[src/rtl/simple_ahb_if.sv]
// AHB-Lite bus bundle around the simple_ahb decoder/default-slave block.
//   m_* : upstream master side (request in, response out of the block)
//   s_* : downstream slave side (request out of the block, response in)
// Modports:
//   master : view of the upstream AHB master
//   slave  : view of the downstream AHB slave
//   bridge : view of simple_ahb itself, sitting between the two
interface simple_ahb_if #(
  parameter int unsigned ADDR_W = 32,
  parameter int unsigned DATA_W = 32
) ();

  // Master side
  logic [ADDR_W-1:0] m_haddr;
  logic [1:0]        m_htrans;
  logic              m_hwrite;
  logic [2:0]        m_hsize;
  logic [DATA_W-1:0] m_hwdata;
  logic [DATA_W-1:0] m_hrdata;
  logic              m_hready;
  logic              m_hresp;

  // Slave side
  logic              s_hsel;
  logic [ADDR_W-1:0] s_haddr;
  logic [1:0]        s_htrans;
  logic              s_hwrite;
  logic [2:0]        s_hsize;
  logic [DATA_W-1:0] s_hwdata;
  logic              s_hreadyin;
  logic [DATA_W-1:0] s_hrdata;
  logic              s_hreadyout;
  logic              s_hresp;

  modport master (
    output m_haddr, m_htrans, m_hwrite, m_hsize, m_hwdata,
    input  m_hrdata, m_hready, m_hresp
  );

  modport slave (
    input  s_hsel, s_haddr, s_htrans, s_hwrite, s_hsize, s_hwdata, s_hreadyin,
    output s_hrdata, s_hreadyout, s_hresp
  );

  modport bridge (
    input  m_haddr, m_htrans, m_hwrite, m_hsize, m_hwdata,
    output m_hrdata, m_hready, m_hresp,
    output s_hsel, s_haddr, s_htrans, s_hwrite, s_hsize, s_hwdata, s_hreadyin,
    input  s_hrdata, s_hreadyout, s_hresp
  );

endinterface

[src/rtl/simple_ahb.sv]
// Single-slave AHB-Lite decoder with a built-in default slave.
// Addresses inside the SLV_BASE/SLV_MASK window are routed to the downstream
// slave; NONSEQ/SEQ transfers outside it get the two-cycle ERROR response,
// IDLE/BUSY outside it get a zero-wait OKAY.
// Ports:
//   hclk      : bus clock, rising edge
//   hresetN   : synchronous active-low reset
//   bus       : simple_ahb_if.bridge (master-side and slave-side AHB signals)
//   err_count : saturating count of completed ERROR responses
module simple_ahb #(
  parameter int unsigned       ADDR_W   = 32,
  parameter int unsigned       DATA_W   = 32,
  parameter logic [ADDR_W-1:0] SLV_BASE = 32'h0000_0000,
  parameter logic [ADDR_W-1:0] SLV_MASK = 32'hFFFF_0000
) (
  input  logic                hclk,
  input  logic                hresetN,
  simple_ahb_if.bridge        bus,
  output logic [7:0]          err_count
);

  // Data-phase owner
  localparam logic [1:0] OwnNone  = 2'd0;
  localparam logic [1:0] OwnSlave = 2'd1;
  localparam logic [1:0] OwnDflt  = 2'd2;

  // Default-slave error FSM
  localparam logic [1:0] StIdle = 2'd0;
  localparam logic [1:0] StErr1 = 2'd1;
  localparam logic [1:0] StErr2 = 2'd2;

  logic [1:0] owner_q, owner_d;
  logic [1:0] state_q, state_d;
  logic [7:0] err_count_q, err_count_d;
  logic       hit;
  logic       dflt_cap;

  assign hit = ((bus.m_haddr & SLV_MASK) == SLV_BASE);

  // Request side is purely combinational; the master holds it across waits.
  assign bus.s_hsel     = hit;
  assign bus.s_haddr    = bus.m_haddr;
  assign bus.s_htrans   = bus.m_htrans;
  assign bus.s_hwrite   = bus.m_hwrite;
  assign bus.s_hsize    = bus.m_hsize;
  assign bus.s_hwdata   = bus.m_hwdata;
  assign bus.s_hreadyin = bus.m_hready;

  // Response mux, selected by whoever owns the current data phase.
  always_comb begin
    bus.m_hready = 1'b1;
    bus.m_hresp  = 1'b0;
    bus.m_hrdata = {DATA_W{1'b0}};
    case (owner_q)
      OwnSlave: begin
        bus.m_hready = bus.s_hreadyout;
        bus.m_hresp  = bus.s_hresp;
        bus.m_hrdata = bus.s_hrdata;
      end
      OwnDflt: begin
        bus.m_hready = (state_q != StErr1);
        bus.m_hresp  = (state_q != StIdle);
      end
      default: ;
    endcase
  end

  // An unmapped active transfer accepted on this edge.
  assign dflt_cap = bus.m_hready & ~hit & bus.m_htrans[1];

  always_comb begin
    owner_d = owner_q;
    if (bus.m_hready) begin
      if (hit) begin
        owner_d = OwnSlave;
      end else if (bus.m_htrans[1]) begin
        owner_d = OwnDflt;
      end else begin
        owner_d = OwnNone;
      end
    end
  end

  always_comb begin
    state_d = StIdle;
    case (state_q)
      StIdle:  state_d = dflt_cap ? StErr1 : StIdle;
      StErr1:  state_d = StErr2;
      StErr2:  state_d = dflt_cap ? StErr1 : StIdle;
      default: state_d = StIdle;
    endcase
  end

  always_comb begin
    err_count_d = err_count_q;
    if (bus.m_hready && bus.m_hresp && (err_count_q != 8'hFF)) begin
      err_count_d = err_count_q + 8'd1;
    end
  end

  always_ff @(posedge hclk) begin
    if (!hresetN) begin
      owner_q     <= OwnNone;
      state_q     <= StIdle;
      err_count_q <= 8'd0;
    end else begin
      owner_q     <= owner_d;
      state_q     <= state_d;
      err_count_q <= err_count_d;
    end
  end

  assign err_count = err_count_q;

endmodule

[src/flat_wrapper.sv]
// flat-port wrapper written by rule: the top's interface ports become plain ports
module simple_ahb_flat 
#(
  parameter int unsigned       ADDR_W   = 32,
  parameter int unsigned       DATA_W   = 32,
  parameter logic [ADDR_W-1:0] SLV_BASE = 32'h0000_0000,
  parameter logic [ADDR_W-1:0] SLV_MASK = 32'hFFFF_0000
)
  (hclk, hresetN, err_count, bus_m_haddr, bus_m_htrans, bus_m_hwrite, bus_m_hsize, bus_m_hwdata, bus_m_hrdata, bus_m_hready, bus_m_hresp, bus_s_hsel, bus_s_haddr, bus_s_htrans, bus_s_hwrite, bus_s_hsize, bus_s_hwdata, bus_s_hreadyin, bus_s_hrdata, bus_s_hreadyout, bus_s_hresp);
  simple_ahb_if #(.ADDR_W(ADDR_W), .DATA_W(DATA_W)) bus_i ();
  input  logic hclk;
  input  logic hresetN;
  output logic [7:0] err_count;
  input wire logic [$bits(bus_i.m_haddr)-1:0] bus_m_haddr;
  input wire logic [$bits(bus_i.m_htrans)-1:0] bus_m_htrans;
  input wire logic [$bits(bus_i.m_hwrite)-1:0] bus_m_hwrite;
  input wire logic [$bits(bus_i.m_hsize)-1:0] bus_m_hsize;
  input wire logic [$bits(bus_i.m_hwdata)-1:0] bus_m_hwdata;
  output wire logic [$bits(bus_i.m_hrdata)-1:0] bus_m_hrdata;
  output wire logic [$bits(bus_i.m_hready)-1:0] bus_m_hready;
  output wire logic [$bits(bus_i.m_hresp)-1:0] bus_m_hresp;
  output wire logic [$bits(bus_i.s_hsel)-1:0] bus_s_hsel;
  output wire logic [$bits(bus_i.s_haddr)-1:0] bus_s_haddr;
  output wire logic [$bits(bus_i.s_htrans)-1:0] bus_s_htrans;
  output wire logic [$bits(bus_i.s_hwrite)-1:0] bus_s_hwrite;
  output wire logic [$bits(bus_i.s_hsize)-1:0] bus_s_hsize;
  output wire logic [$bits(bus_i.s_hwdata)-1:0] bus_s_hwdata;
  output wire logic [$bits(bus_i.s_hreadyin)-1:0] bus_s_hreadyin;
  input wire logic [$bits(bus_i.s_hrdata)-1:0] bus_s_hrdata;
  input wire logic [$bits(bus_i.s_hreadyout)-1:0] bus_s_hreadyout;
  input wire logic [$bits(bus_i.s_hresp)-1:0] bus_s_hresp;
  assign bus_i.m_haddr = bus_m_haddr;
  assign bus_i.m_htrans = bus_m_htrans;
  assign bus_i.m_hwrite = bus_m_hwrite;
  assign bus_i.m_hsize = bus_m_hsize;
  assign bus_i.m_hwdata = bus_m_hwdata;
  assign bus_m_hrdata = bus_i.m_hrdata;
  assign bus_m_hready = bus_i.m_hready;
  assign bus_m_hresp = bus_i.m_hresp;
  assign bus_s_hsel = bus_i.s_hsel;
  assign bus_s_haddr = bus_i.s_haddr;
  assign bus_s_htrans = bus_i.s_htrans;
  assign bus_s_hwrite = bus_i.s_hwrite;
  assign bus_s_hsize = bus_i.s_hsize;
  assign bus_s_hwdata = bus_i.s_hwdata;
  assign bus_s_hreadyin = bus_i.s_hreadyin;
  assign bus_i.s_hrdata = bus_s_hrdata;
  assign bus_i.s_hreadyout = bus_s_hreadyout;
  assign bus_i.s_hresp = bus_s_hresp;
  simple_ahb #(.ADDR_W(ADDR_W), .DATA_W(DATA_W), .SLV_BASE(SLV_BASE), .SLV_MASK(SLV_MASK)) u_core (.hclk(hclk), .hresetN(hresetN), .bus(bus_i), .err_count(err_count));
endmodule
[config.mk]
export PLATFORM = sky130hd
export DESIGN_NAME = simple_ahb_flat
export DESIGN_NICKNAME = d
export VERILOG_FILES = /design/src/rtl/simple_ahb_if.sv /design/src/rtl/simple_ahb.sv /design/src/flat_wrapper.sv
export SDC_FILE = /design/constraint.sdc
export NUM_CORES = 1
export LEC_CHECK = 0
export CAP_MARGIN = 20
export CORE_AREA = 2 2 86 88
export DETAILED_ROUTE_END_ITERATION = 6
export DIE_AREA = 0 0 88 90
export PLACE_DENSITY = 0.74
export SLEW_MARGIN = 20
export SYNTH_ARGS = -nofsm -noshare
export SYNTH_HDL_FRONTEND = slang
export SYNTH_SLANG_ARGS = --single-unit
export TNS_END_PERCENT = 5
[constraint.sdc]
create_clock -name hclk -period 3.7 [get_ports hclk]
set_input_delay 0.74 -clock hclk [delete_from_list [all_inputs] [get_ports hclk]]
set_output_delay 0.74 -clock hclk [all_outputs]
set_load 0.02 [all_outputs]
# After elaboration in Yosys (flattened, before gate mapping)
# Index checks and enable logic that the tools add are counted.
# classes
addsub	1
n_eq_ne	6
n_mux	7
n_bitwise	3
reduce_logical	6
# op_table
op	count
$logic_not A32 Y1	1
$mux W32	1
$add A8 B1 Y8 const B	1
$ne A8 B8 Y1 const B	1
$eq A2 B1 Y1 const B	2
$eq A2 B2 Y1 const B	2
$mux W2	2
$pmux W1 S2	2
$pmux W2 S2	1
$and A1 B1 Y1	2
$logic_and A1 B1 Y1	2
$logic_not A2 Y1	1
$ne A2 B1 Y1 const B	1
$reduce_bool A2 Y1	1
$reduce_or A2 Y1	1
$mux W1	1
$not A1 Y1	1
# word_totals
reg_bits	12
out_inout_bits	114

# Depth between registers and ports, before layout
# Gate-level depths: netlist (run 1).
# logic_depth
word_depth	6
depth_mapped	7
mapped_depth_nobuf	6

# Least setup slack after synthesis (run 1)
# OpenSTA, ideal clock, no wires.
# synth_path
path_type	input-to-output
startpoint	input port bus_s_hreadyout
endpoint	output port bus_s_hreadyin
arrival_ps	1671
t_required_ps	2960
slack_ps	1289
cell_stages	4
n_path_buf	2
cell_sequence	a221oi_1 buf_4 inv_1 buf_4
# synth_between
elab_chain_cells	1
# synth_lines
element	line_no	rtl
start, declared	flat_wrapper.sv:30	input wire logic [$bits(bus_i.s_hreadyout)-1:0] bus_s_hreadyout;
$pmux W1 S2	simple_ahb.sv:54	case (owner_q)
end, declared	flat_wrapper.sv:28	output wire logic [$bits(bus_i.s_hreadyin)-1:0] bus_s_hreadyin;
# Every way passes these cells.

# Worst setup path in the final report (run 1)
# layout_path
startpoint	input port bus_m_haddr[25]
endpoint	output port bus_s_hsel
# layout_between
elab_chain_cells	1
# layout_lines
element	line_no	rtl
start, declared	flat_wrapper.sv:14	input wire logic [$bits(bus_i.m_haddr)-1:0] bus_m_haddr;
$logic_not A32 Y1	simple_ahb.sv:38	assign hit = ((bus.m_haddr & SLV_MASK) == SLV_BASE);
end, declared	flat_wrapper.sv:22	output wire logic [$bits(bus_i.s_hsel)-1:0] bus_s_hsel;
# Every way passes these cells.

==> results.yml, run 1 <==
logic_synthesis:
  syn-cell-area_um2: 1410
  netlist.area_leader.share: 0.382
  synth-seq-cells: 12
  postSynthCellCount: 186
  ys_warn_count: 0
  synthDistinctLibCells: 27
  synth_area_leaders: "buf_4 (38%), dfxtp_1 (17%), and2_1 (14%)"
  synthesis.nets: 295
  avgSynthCellArea_um2: 7.60
  synth_area_leader_cell: "buf_4"
  ys_seq_area_frac: 0.170
pwr:
  ir_drop_mv: 0.119
  power-per-cell-area_nw_per_um2: 179
  leakage_uw: 0.000780
timing:
  period_share: 0.845
  final_hold_viol_count: 0
  max_clock_freq_mhz: 320
  worst_slew_pin_slew_ns: 0.529
  relSlewSlack: 0.646
  slew_violations: 0
  rsz0062_at_grt: "false"
  worst_slack_ns: 0.574
  setup_viol: 0
  worst_clock_skew_ns: 0.000383
  fin_tns_setup_ns: 0
  whs_ns: 0.457
  period_needed_ns: 3.13
clock_tree:
  clk_pin_slew_ns: 0.06
  cts_buffers: 3
  cts_resized: 0
  clkLatencyLatePin_ns: 0.24
  cts_root_buffer: "clkbuf_8"
  cts.sinks: 12
  holdBufCountCts: 0
  cts_tree: "built"
  cts_buffer_depth: 2
  cts_max_level: 1
  cts_setup_buffers: 0
floorplanning:
  die-area_um2: 7920
  die_w_um: 88
  ios: 220
  die_y_um: 90
  start_util: 0.201
  core-area_um2: 7020
  rows: 31
critical_path:
  cpLargestDelayFamily: "buffers and inverters"
  path_buf_inv: 2
  rr_endpoint: "u_core.err_count[3]$_SDFFE_PN0P_"
  worst_ep_arrival_time_ns: 2.39
  r2r_start: "u_core.owner_q[0]$_SDFFE_PN0P_"
  cp_slowest_cell: "clkdlybuf4s50_1"
  crit_type: "in2out"
  crit_fanout: 3
  crit_path_frequent_cell: "clkdlybuf4s50_1"
  path_cells: "clkdlybuf4s50_1 > nor4_1 > and4_1 > clkdlybuf4s50_1"
  rr_worst_depth: 6
  slowest_delay_ns: 0.63
  start_kind: "primary input"
  cp.required_ns: 2.96
  cp-startpoint: "bus_m_haddr[25]"
  worstSetupEndpointType: "output port"
  r2r_slack_ns: 1.82
cells_and_area:
  drive_above_1_share: 0.0263
  nets: 338
  multi_input_area_um2: 591
  regArea_um2: 240
  synthToLayoutAreaGrowth_pct: 54.1
  fillers: 758
  design_area_um2: 2180
  n_antenna_cell: 0
  instances_no_fill: 327
route:
  ant_nets: 0
  wl_per_cell_um: 12.6
  dr_total_vias: 1282
  wirelength_mm: 4.13
  drc: 0
  post_drt_via_cell_ratio: 3.92
  drt_iter0_drc: 20
  dr.pass1.iters: 4
global_routing:
  antenna_found_initial: 0
  gr-total-overflow: 0
  grt_pass1_wl_mm: 5.94
  grt_max_degree: 35
  first_global_vias: 1268
  grt_util_all_layers: 0.0934
placed_design:
  post-place-ws_ns: 0.541
  dp.cells: 323
  hpwl_mm: 3.46
  numPortBuffers: 113
  place_area_um2: 2120
  place.gp.congestion: 0.743
worst_hold_path:
  hold_depth: 1
  min_to: "u_core.state_q[0]$_SDFF_PN0_"
  min_path_type: "reg2reg"
  worstHoldStart: "u_core.state_q[0]$_SDFF_PN0_"
job:
  drv_cap: 0
run_status:
  outcome: "finished, final reports clean"
## worst register-to-register path, delay by kind of cell (launching register included)
family                   cells  cell delay (ns)
flip-flops                   1             0.36
AO/OA/AOI/OAI                2             0.43
buffers and inverters        1             0.27
adder cells (fa/ha/maj)      1             0.15
AND/OR/NAND/NOR              2             0.60
## power breakdown
| group | switching (µW) | internal (µW) | total (µW) |
|---|---|---|---|
| Clock | 51.7 | 94.2 | 146 |
| Sequential | 1.39 | 131 | 133 |
| Combinational | 39.0 | 72.2 | 111 |
## cells by family (layout without fill, tap and decap cells)
logic type / after synthesis / after routing / synth area share
flip-flops: 12 / 12 / 0.170
buffers and inverters: 83 / 125 / 0.412
AND/OR/NAND/NOR: 71 / 71 / 0.293
adder cells (fa/ha/maj): 3 / 3 / 0.0266
AO/OA/AOI/OAI: 10 / 10 / 0.0487
multiplexers: 7 / 7 / 0.0496
## registers in the layout (all words and copies together), names as in the netlist
signal            count
u_core.state_q        2
u_core.err_count      8
u_core.owner_q        2
## layout by cell type, fill, tap and decap left out, drive strengths merged
cell           count
and4               1
nor3               1
dfxtp             12
and2              32
a21o               1
o41ai              1
nand3b             1
nand2b             7
o21ai              3
nand4              1
nand3              5
buf                2
ha                 3
a21oi              1
nor4               8
or4                1
inv                6
o31ai              2
clkdlybuf4s50    113
and3               1
o311ai             1
nand2              9
nor2               3
a221oi             1
nor4b              1
mux2i              7
clkbuf             4
## metrics by stage
stage,utilization,power [µW]
floorplan,-,263
global placement,0.302,247
detailed placement,0.302,248
CTS,0.310,393
global route,0.310,404
finish,0.310,390
## Yosys cell counts, drive strengths merged
| cell | instances |
|---|---|
| a21oi | 1 |
| o21ai | 3 |
| and3 | 1 |
| nand2b | 7 |
| or4 | 1 |
| a21o | 1 |
| and2 | 32 |
| mux2i | 7 |
| nor2 | 3 |
| clkbuf | 4 |
| and4 | 1 |
| nor4 | 8 |
| dfxtp | 12 |
| nand3 | 5 |
| ha | 3 |
| o31ai | 2 |
| nand2 | 9 |
| inv | 6 |
| buf | 73 |
| nor4b | 1 |
| a221oi | 1 |
| o41ai | 1 |
| o311ai | 1 |
| nand3b | 1 |
| nor3 | 1 |
| nand4 | 1 |
## routing by layer
layer	up-vias	part of all wire	global-route usage
met3	16	0.11	0.0294
met5	-	0	0
met1	553	0.35	0.0862
li1	622	-	-
met2	91	0.52	0.179
met4	0	0.026	0.0423
## area by class of cell
cell class / count / share of cell area
Multi-Input combinational cell: 91 / 0.271
Timing Repair Buffer: 115 / 0.526
Clock buffer: 4 / 0.0253
Inverter: 6 / 0.0103
Sequential cell: 12 / 0.110
Tap cell: 99 / 0.0569
## worst max path at each step
| stage | to | depth (start not counted) | slack (ns) |
|---|---|---|---|
| detailed placement | bus_s_hsel | 4 | 0.54 |
| floorplan | bus_s_hreadyin | 4 | 1.29 |
| global placement | bus_s_hsel | 4 | 0.53 |
| finish | bus_s_hsel | 4 | 0.57 |
| global route | bus_s_hsel | 4 | 0.48 |
| CTS | bus_s_hsel | 4 | 0.54 |
No activity file was read; power rests on OpenSTA's default activity.
==> run 2: changes to the inputs <==
- CORE_AREA: 2 2 86 88 -> 2 2 84 86
- DIE_AREA: 0 0 88 90 -> 0 0 86 88
- PLACE_DENSITY: 0.74 -> 0.77
- clock period: 3.7 -> 3.09 ns (I/O delays scaled with it)
==> results.yml, run 2 (synthesis gave the netlist of run 1 again) <==
run_status:
  outcome: "finished, final reports clean"
critical_path:
  crit_type: "in2out"
  rr_worst_depth: 6
  endpoint: "bus_s_hsel"
  worstSetupEndpointType: "output port"
  path_buf_inv: 2
  worst_ep_arrival_time_ns: 2.30
  start_kind: "primary input"
  slowest_delay_ns: 0.62
  crit_path_frequent_cell: "clkdlybuf4s50_1"
  cp.depth: 4
  cp-startpoint: "bus_m_haddr[25]"
  cpLargestDelayFamily: "buffers and inverters"
  r2r_slack_ns: 1.19
  cp.required_ns: 2.47
  cp_slowest_cell: "clkdlybuf4s50_1"
  r2r_start: "u_core.owner_q[0]$_SDFFE_PN0P_"
  crit_fanout: 3
  rr_endpoint: "u_core.err_count[3]$_SDFFE_PN0P_"
  path_cells: "clkdlybuf4s50_1 > nor4_1 > and4_1 > clkdlybuf4s50_1"
job:
  drv_cap: 0
floorplanning:
  die_y_um: 88
  die_w_um: 86
  die-area_um2: 7570
  rows: 30
  ios: 220
  start_util: 0.213
  core-area_um2: 6640
cells_and_area:
  drive_above_1_share: 0.0263
  largest_reg_flops: 8
  final_cell_mix: "clkdlybuf4s50_1 (113), and2_1 (32), dfxtp_1 (12)"
  synthToLayoutAreaGrowth_pct: 52.4
  n_antenna_cell: 0
  final_common_cell: "clkdlybuf4s50_1"
  nets: 338
global_routing:
  grt.met2_usage: 0.198
  busiest_layer: "met2"
  antenna_found_initial: 0
  grt_util_all_layers: 0.0966
  first_global_vias: 1256
  gr-total-overflow: 0
  grt_pass1_wl_mm: 5.89
  gr-usage-met1: 0.0906
  grt.met3_usage: 0.0320
  grt_max_degree: 34
clock_tree:
  cts_setup_buffers: 0
  clkLatencyLatePin_ns: 0.24
  cts.sinks: 12
  cts_root_buffer: "clkbuf_8"
  cts_tree: "built"
  cts_resized: 0
  holdBufCountCts: 0
  cts_buffers: 3
  cts_max_level: 1
  cts_buffer_depth: 2
  clk_pin_slew_ns: 0.05
timing:
  worst_slew_pin_slew_ns: 0.512
  final_hold_viol_count: 0
  slew_violations: 0
  period_share: 0.945
  rsz0062_at_grt: "false"
  fin_tns_setup_ns: 0
  setup_viol: 0
  worst_clock_skew_ns: 0.00171
  relSlewSlack: 0.658
  max_clock_freq_mhz: 342
  period_needed_ns: 2.92
route:
  wirelength_mm: 4.05
  post_drt_via_cell_ratio: 4.18
  drc: 0
  wl_per_cell_um: 13.2
  dr.pass1.iters: 4
  drt_iter0_drc: 12
  ant_nets: 0
  dr_total_vias: 1286
pwr:
  power-per-cell-area_nw_per_um2: 215
  total_power_uw: 463
  ir_drop_mv: 0.193
  leakage_uw: 0.000780
placed_design:
  hpwl_mm: 3.45
  place.gp.congestion: 0.789
  numPortBuffers: 113
worst_hold_path:
  min_path_type: "reg2reg"
run 2: cell counts in the layout (fill, tap and decap cells not counted):
Identical to the previous run, type by type.
run 2: stage by stage:
step	hold slack, ns	utilization	setup WS (ns)	instance area, µm²	std cells
6_report	0.447	0.324	0.169	2150	308
5_1_grt	0.472	0.324	0.132	2150	308
4_1_cts	0.454	0.324	0.166	2150	308
3_5_place_dp	0.447	0.316	0.172	2100	304
3_3_place_gp	0.439	0.316	0.264	2100	304
2_1_floorplan	0.417	-	0.911	1410	186
run 2: routing by layer:
metal	up-vias	share of wire	wire, µm
met3	8	0.12	466
met1	563	0.34	1370
met5	-	0	0
li1	624	-	-
met4	0	0.015	62
met2	91	0.53	2150
run 2: power breakdown:
group | switching, µW | internal, µW
clock network | 56.9 | 112
logic | 48.0 | 86.4
registers | 1.64 | 158
run 2: worst min path at each step:
stage	start	to	cells after the start
finish	u_core.state_q[0]$_SDFF_PN0_	u_core.state_q[0]$_SDFF_PN0_	1
global route	u_core.state_q[0]$_SDFF_PN0_	u_core.state_q[0]$_SDFF_PN0_	1
CTS	u_core.state_q[0]$_SDFF_PN0_	u_core.state_q[0]$_SDFF_PN0_	1
detailed placement	u_core.state_q[0]$_SDFF_PN0_	u_core.state_q[0]$_SDFF_PN0_	1
global placement	u_core.state_q[0]$_SDFF_PN0_	u_core.state_q[0]$_SDFF_PN0_	1
floorplan	u_core.state_q[0]$_SDFF_PN0_	u_core.state_q[0]$_SDFF_PN0_	1
run 2: layout make-up:
| cell class | count | area [µm²] |
|---|---|---|
| Clock buffer | 4 | 55.1 |
| Multi-Input combinational cell | 91 | 591 |
| Tap cell | 80 | 100 |
| Inverter | 6 | 22.5 |
| Sequential cell | 12 | 240 |
| Timing Repair Buffer | 115 | 1150 |
| Fill cell | 697 | 4490 |
